===== src/rtl/iiitb_pgc.sv =====
// Up/down Gray-code counter with load, wrap/saturate mode, terminal-count and overflow pulse.
// Define GC_STEP_CHK_EN to build the sticky single-bit-change checker behind step_err.
module iiitb_pgc #(
    parameter int unsigned WIDTH     = 8,
    parameter int unsigned SATURATE  = 0,
    parameter int unsigned RESET_VAL = 0
) (
    input  logic             clk,
    input  logic             reset,
    input  logic             enable,
    input  logic             dir,
    input  logic             load,
    input  logic [WIDTH-1:0] load_gray,
    output logic [WIDTH-1:0] gray_count,
    output logic             tc,
    output logic             ovf,
    output logic             step_err
);

    localparam logic [WIDTH-1:0] RST_BIN  = WIDTH'(RESET_VAL);
    localparam logic [WIDTH-1:0] RST_GRAY = RST_BIN ^ (RST_BIN >> 1);
    localparam logic             SAT_MODE = (SATURATE != 0);

    // Prefix-XOR from the MSB down recovers the binary value of a Gray code.
    function automatic logic [WIDTH-1:0] gray_to_bin(input logic [WIDTH-1:0] g);
        logic [WIDTH-1:0] b;
        b[WIDTH-1] = g[WIDTH-1];
        for (int i = int'(WIDTH) - 2; i >= 0; i--) begin
            b[i] = b[i+1] ^ g[i];
        end
        return b;
    endfunction

    logic [WIDTH-1:0] cnt;
    logic [WIDTH-1:0] cnt_nxt;
    logic [WIDTH-1:0] gray_nxt;
    logic             ovf_nxt;

    assign tc = dir ? (cnt == '1) : (cnt == '0);

    // Next binary count; load wins over a step request.
    always_comb begin
        cnt_nxt = cnt;
        ovf_nxt = 1'b0;
        if (load) begin
            cnt_nxt = gray_to_bin(load_gray);
        end else if (enable) begin
            ovf_nxt = tc;
            if (!(tc && SAT_MODE)) begin
                cnt_nxt = dir ? (cnt + WIDTH'(1)) : (cnt - WIDTH'(1));
            end
        end
    end

    assign gray_nxt = cnt_nxt ^ (cnt_nxt >> 1);

    always_ff @(posedge clk) begin
        if (reset) begin
            cnt        <= RST_BIN;
            gray_count <= RST_GRAY;
            ovf        <= 1'b0;
        end else begin
            cnt        <= cnt_nxt;
            gray_count <= gray_nxt;
            ovf        <= ovf_nxt;
        end
    end

`ifdef GC_STEP_CHK_EN
    logic [WIDTH-1:0] prev_gray;
    logic [WIDTH-1:0] gray_diff;
    logic             stepped;
    logic             step_c;

    // Only real count steps are checked; loads, clips and holds are exempt.
    assign step_c    = !load && enable && !(tc && SAT_MODE);
    assign gray_diff = prev_gray ^ gray_count;

    always_ff @(posedge clk) begin
        if (reset) begin
            prev_gray <= RST_GRAY;
            stepped   <= 1'b0;
            step_err  <= 1'b0;
        end else begin
            prev_gray <= gray_count;
            stepped   <= step_c;
            // x & (x-1) is nonzero exactly when more than one bit is set.
            if (stepped && ((gray_diff & (gray_diff - WIDTH'(1))) != '0)) begin
                step_err <= 1'b1;
            end
        end
    end
`else
    assign step_err = 1'b0;
`endif

endmodule


===== config.mk =====
export PLATFORM = sky130hd
export DESIGN_NAME = iiitb_pgc
export DESIGN_NICKNAME = d
export VERILOG_FILES = /design/src/rtl/iiitb_pgc.sv
export SDC_FILE = /design/constraint.sdc
export NUM_CORES = 1
export LEC_CHECK = 0
export CORE_AREA = 4 4 49 68
export CTS_BUF_LIST = sky130_fd_sc_hd__clkbuf_4 sky130_fd_sc_hd__clkbuf_8 sky130_fd_sc_hd__clkbuf_16
export DETAILED_ROUTE_END_ITERATION = 8
export DIE_AREA = 0 0 53 72
export GPL_TIMING_DRIVEN = 0
export HOLD_SLACK_MARGIN = 0.08
export PLACE_DENSITY = 0.82
export RECOVER_POWER = 25
export SLEW_MARGIN = 15
export SYNTH_ARGS = -nofsm -noshare
export SYNTH_HDL_FRONTEND = slang
export SYNTH_SLANG_ARGS = --single-unit

===== constraint.sdc =====
create_clock -name clk -period 1.99 [get_ports clk]
set_clock_uncertainty 0.1 [all_clocks]
set_input_delay 0.199 -clock clk [delete_from_list [all_inputs] [get_ports clk]]
set_output_delay 0.199 -clock clk [all_outputs]
set_load 0.05 [all_outputs]

# Word-level counts from Yosys, hierarchy flattened
# Cells that the tools add are included.
[word_totals] reg_bits=17 in_bits=13 wordCells=21
[classes] n_addsub=2 n_eq_ne=1 mux=4 bitwise_logic=9 n_reduce_logical=2
[ops] cell="$mux 8" n=3
[ops] cell="$add 8x1->8 const B" n=1
[ops] cell="$eq 8x8->1 const B" n=1
[ops] cell="$logic_not 8->1" n=1
[ops] cell="$sub 8x1->8 const B" n=1
[ops] cell="$xor 8x7->8" n=1
[ops] cell="$xor 1x1->1" n=7
[ops] cell="$reduce_or 3->1" n=1
[ops] cell="$mux 1" n=1
[ops] cell="$not 1->1" n=1

# Longest topological paths before layout
[depth] word_depth=9 mapped_depth=8

# Least setup slack after synthesis
# No wires, ideal clock.
[synth_path] path_kind="register -> register" from="register cnt[2]" to="register gray_count[6]" setup_time_ns=0.121 arrival_time_ns=1.930 required_time_ns=1.769 path_slack_ns=-0.161 path_stages_with_launch=8 n_path_buf=0 path_cell_list="dfxtp_1 ha_1 a21oi_1 a21oi_1 a211o_1 mux2i_1 mux2_2 mux2_2"
[synth_between] elab_chain_cells=5 elab_cells_between_ends=6
[synth_lines] item="start, declared" line_no="34" text="logic [WIDTH-1:0] cnt;"
[synth_lines] item="start signal, assigned" line_no="63" text="cnt <= cnt_nxt;"
[synth_lines] item="$sub 8x1->8 or $add 8x1->8 (tied branches)" line_no="50" text="cnt_nxt = dir ? (cnt + WIDTH'(1)) : (cnt - WIDTH'(1));"
[synth_lines] item="$mux 8 (*)" line_no="50"
[synth_lines] item="$mux 8 (*)" line_no="47" text="end else if (enable) begin"
[synth_lines] item="$mux 8 (*)" line_no="45" text="if (load) begin"
[synth_lines] item="$xor 8x7->8 (*)" line_no="55" text="assign gray_nxt = cnt_nxt ^ (cnt_nxt >> 1);"
[synth_lines] item="end signal, assigned" line_no="64" text="gray_count <= gray_nxt;"
[synth_lines] item="end, declared" line_no="14" text="output logic [WIDTH-1:0] gray_count,"
# Every way passes the cells marked *; elsewhere a longest branch is shown, timed or not.
# A chain may end at the register's enable or synchronous reset.

# Final worst setup path
[layout_path] from="register cnt[5]" to="register gray_count[6]"
# Same word-level chain as after synthesis.

==> summary.txt <==
STATUS
---------------------------------------------------------------------------------
Outcome ............................................................ complete, but fails checks
Violations in the final reports .................................... negative setup slack

CELLS AND AREA
---------------------------------------------------------------------------------
# nets final .......................................................          198
Growth of design area from synthesis to finish .....................       45.38%
Summed area of non-filler cells in the final layout ................    1772 um^2
Ratio of cells with drive above 1 in the final layout ..............       0.3559
Ant. Diodes ........................................................            0

MIN PATH
---------------------------------------------------------------------------------
Type of the most critical hold path ................................ input port to flip-flop

LOGIC SYNTHESIS
---------------------------------------------------------------------------------
Number of flip-flops and latches in the synthesized netlist ........           16
Distinct cell type count after synthesis ...........................           43
Warning count from the yosys run ...................................            0
Most used flip-flop cell after synthesis ........................... sky130_fd_sc_hd__dfxtp_1
Library cell with the largest summed area after synthesis .......... sky130_fd_sc_hd__dfxtp_1
Post-synthesis cell count ..........................................          140
Post-synth EDFFs ...................................................            0
Ys async rst share .................................................            0
Syn Nets ...........................................................          160
Post-Syn Area per Cell .............................................   8.705 um^2
Area fraction of the dominant cell type after synthesis ............       0.2628
Commonest cells in the synthesized netlist ......................... 16 x sky130_fd_sc_hd__dfxtp_1, 16 x sky130_fd_sc_hd__nor2_1, 8 x sky130_fd_sc_hd__a21oi_1
Top area cells in the synthesized netlist .......................... sky130_fd_sc_hd__dfxtp_1 26%, sky130_fd_sc_hd__ha_1 6.2%, sky130_fd_sc_hd__xnor2_1 5.0%, sky130_fd_sc_hd__mux2i_1 4.9%, sky130_fd_sc_hd__nor2_1 4.9%
Synthesized area ...................................................    1219 um^2
Sequential element share of the synthesized area ...................       0.2628

ROUTING
---------------------------------------------------------------------------------
Total DRC errors in the routed layout ..............................            0
Vias per Instance ..................................................        5.664
Post-DRT Antenna Nets ..............................................            0
Initial DRC Count ..................................................           27
Total Wirelength ...................................................      3609 um
Per-cell routed wire length ........................................     16.86 um
Detailed Routing Iterations Pass 1 .................................            4
Number of vias in the routed layout ................................         1212

FLOORPLANNING
---------------------------------------------------------------------------------
I/O pin cnt ........................................................           24
Number of core rows ................................................           23
Horizontal die dimension ...........................................        53 um
Std-Cell Core Area .................................................    2791 um^2
Vertical extent of the die .........................................        72 um
Starting utilization of the core area ..............................       0.4366
Die outline area ...................................................    3816 um^2

POWER
---------------------------------------------------------------------------------
Power per standard cell area ....................................... 864.2 nW/um^2
Leakage power ......................................................    0.7273 nW
Highest ir drop seen on vdd ........................................    0.6248 mV

STA
---------------------------------------------------------------------------------
Transition time of the tightest slew-check pin .....................    0.5236 ns
F_max ..............................................................    449.6 MHz
Count of final max-slew check failures .............................            0
Min Tclk post-route ................................................     2.224 ns
Number of endpoints failing setup at the final stage ...............            4
Max-slew headroom ..................................................       0.6498
Tcrit/Tclk final ...................................................        1.118
Setup repair after global routing missed its margin ................         true
Final hold viol count ..............................................            0
Sum of negative setup slack ........................................   -0.4891 ns
Final worst slack ..................................................   -0.2343 ns

RUN
---------------------------------------------------------------------------------
MaxCap Viol Count ..................................................            0

PLACE
---------------------------------------------------------------------------------
Number of buffers added on ports ...................................           21
HPWL Detailed ......................................................      2356 um
Setup WS pre-CTS ...................................................    -1.137 ns
Routability Congestion .............................................       0.8670
Area after DPL .....................................................    1486 um^2

GLOBAL ROUTING
---------------------------------------------------------------------------------
Pin count of the biggest net entering global routing ...............           11
Met1 Usage GRT .....................................................       0.1822
Remaining global-route overflow ....................................            0
Met2 layer usage reported by global route ..........................       0.3384
Global-route usage over all layers .................................       0.1806
Most used routing layer ............................................         met2
Met3 track utilization from global routing .........................      0.01848
Global-route wire length before repair .............................      5285 um
Vias in the first global route .....................................         1244
Number of antenna violations at the first check in global routing ..            0

WORST SETUP PATH
---------------------------------------------------------------------------------
CP Data Required Time ..............................................      2.03 ns
Critical path class ................................................ flip-flop to flip-flop
Biggest fanout along the worst timing path .........................            6
Critical path arrival ..............................................      2.26 ns
Top cell by count, worst path ...................................... sky130_fd_sc_hd__mux2_2
Cell breakdown of the critical path ................................ ha_1 > nand3_1 > a21oi_2 > a211o_1 > mux2i_1 > mux2_2 > mux2_2
Largest stage delay, worst path ....................................      0.37 ns
Sort of element at the start of the critical path ..................    flip-flop
Slowest stage cell on the critical path ............................ sky130_fd_sc_hd__ha_1
Critical Path Sink Type ............................................    flip-flop

CLOCK TREE
---------------------------------------------------------------------------------
Clock tree sinks ...................................................           16
Worst-Skew Late Latency ............................................      0.25 ns
Clock slew seen by the registers of the worst setup and hold paths .      0.06 ns
Library cell used as clock root buffer ............................. sky130_fd_sc_hd__clkbuf_8
CTS Buffer Depth ...................................................            2
H-tree lvl count ...................................................            1
CTS Buf Count ......................................................            3
CTS tree ...........................................................         done

-- layout by cell type, fill, tap and decap left out, types with 3 or more instances in the layout --
master and instances:
sky130_fd_sc_hd__inv_1 4, sky130_fd_sc_hd__a21oi_2 4, sky130_fd_sc_hd__dfxtp_1 10, sky130_fd_sc_hd__xor2_1 3, sky130_fd_sc_hd__dlygate4sd3_1 4, sky130_fd_sc_hd__o21ai_0 3
sky130_fd_sc_hd__a211oi_2 3, sky130_fd_sc_hd__clkdlybuf4s50_1 13, sky130_fd_sc_hd__nand2_1 4, sky130_fd_sc_hd__dfxtp_4 4, sky130_fd_sc_hd__ha_4 5, sky130_fd_sc_hd__clkbuf_8 4
sky130_fd_sc_hd__mux2i_1 5, sky130_fd_sc_hd__or3_1 4, sky130_fd_sc_hd__a21oi_1 4, sky130_fd_sc_hd__nand3_1 4, sky130_fd_sc_hd__o311a_1 3, sky130_fd_sc_hd__xnor2_1 7
sky130_fd_sc_hd__buf_4 14, sky130_fd_sc_hd__nor2_1 16, sky130_fd_sc_hd__nand2b_1 3
-- power by group --
group | internal (mW) | switching (mW)
clock | 0.176 | 0.111
combinational | 0.387 | 0.445
sequential | 0.376 | 0.0377
-- cell families after synthesis --
kind of cell / share of synthesized area
other: 0.003077
adder cells (fa/ha/maj): 0.07803
flip-flops: 0.2628
multiplexers: 0.06776
AND/OR/NAND/NOR: 0.2094
XOR/XNOR: 0.1386
AO/OA/AOI/OAI: 0.1961
buffers and inverters: 0.04414
-- area by class of cell --
class,count,area (um^2)
fillers,216,1020
multi-input cells,112,987.2
flip-flops and latches,16,337.8
repair buffers,33,287.8
clock buffers,4,55.05
well taps,37,46.29
plain buffers,6,32.53
inverters,6,25.02
-- repair_timing --
action                                 in CTS  in global routing
pin swaps                                   6                  5
setup buffers                               5                  7
hold buffers                                0                  0
setup endpoints to repair                  15                 11
resized for setup                          30                 19
endpoints found under the hold margin       0                  0
-- worst paths after layout --
kind	start	end	slack [ns]	cells past startpoint
min	enable	ovf	0.37	3
max	cnt[5]	gray_count[6]	-0.23	7
min reg2reg	cnt[6]	ovf	0.58	3
max reg2reg	cnt[5]	gray_count[6]	-0.23	7
-- through the flow --
step	total power, mW	instances	util	hold slack, ns
3_3_place_gp	1.034	198	0.5325	0.5676
2_1_floorplan	0.8892	140	-	0.1563
3_5_place_dp	1.053	198	0.5325	0.5523
6_report	1.531	214	0.6347	0.3744
5_1_grt	1.600	214	0.6347	0.4260
4_1_cts	1.420	207	0.5939	0.3359
-- sequential cells by signal, indices dropped and copies added (netlist names) --
name	cells
gray_count	8
cnt	7
ovf	1
-- metal layers --
layer / part of all wire / wire, um
met5: 0 / 0
met2: 0.55 / 2001
met4: 0.041 / 149
met1: 0.37 / 1341
met3: 0.032 / 116
-- critical path: cells and delay by family (launching register included) --
family,cells,cell delay (ns)
compound gates,2,0.33
fa+ha+maj,1,0.37
flops,1,0.34
mux,3,0.82
simple gates,1,0.16
No activity file was read; power rests on OpenSTA's default activity.
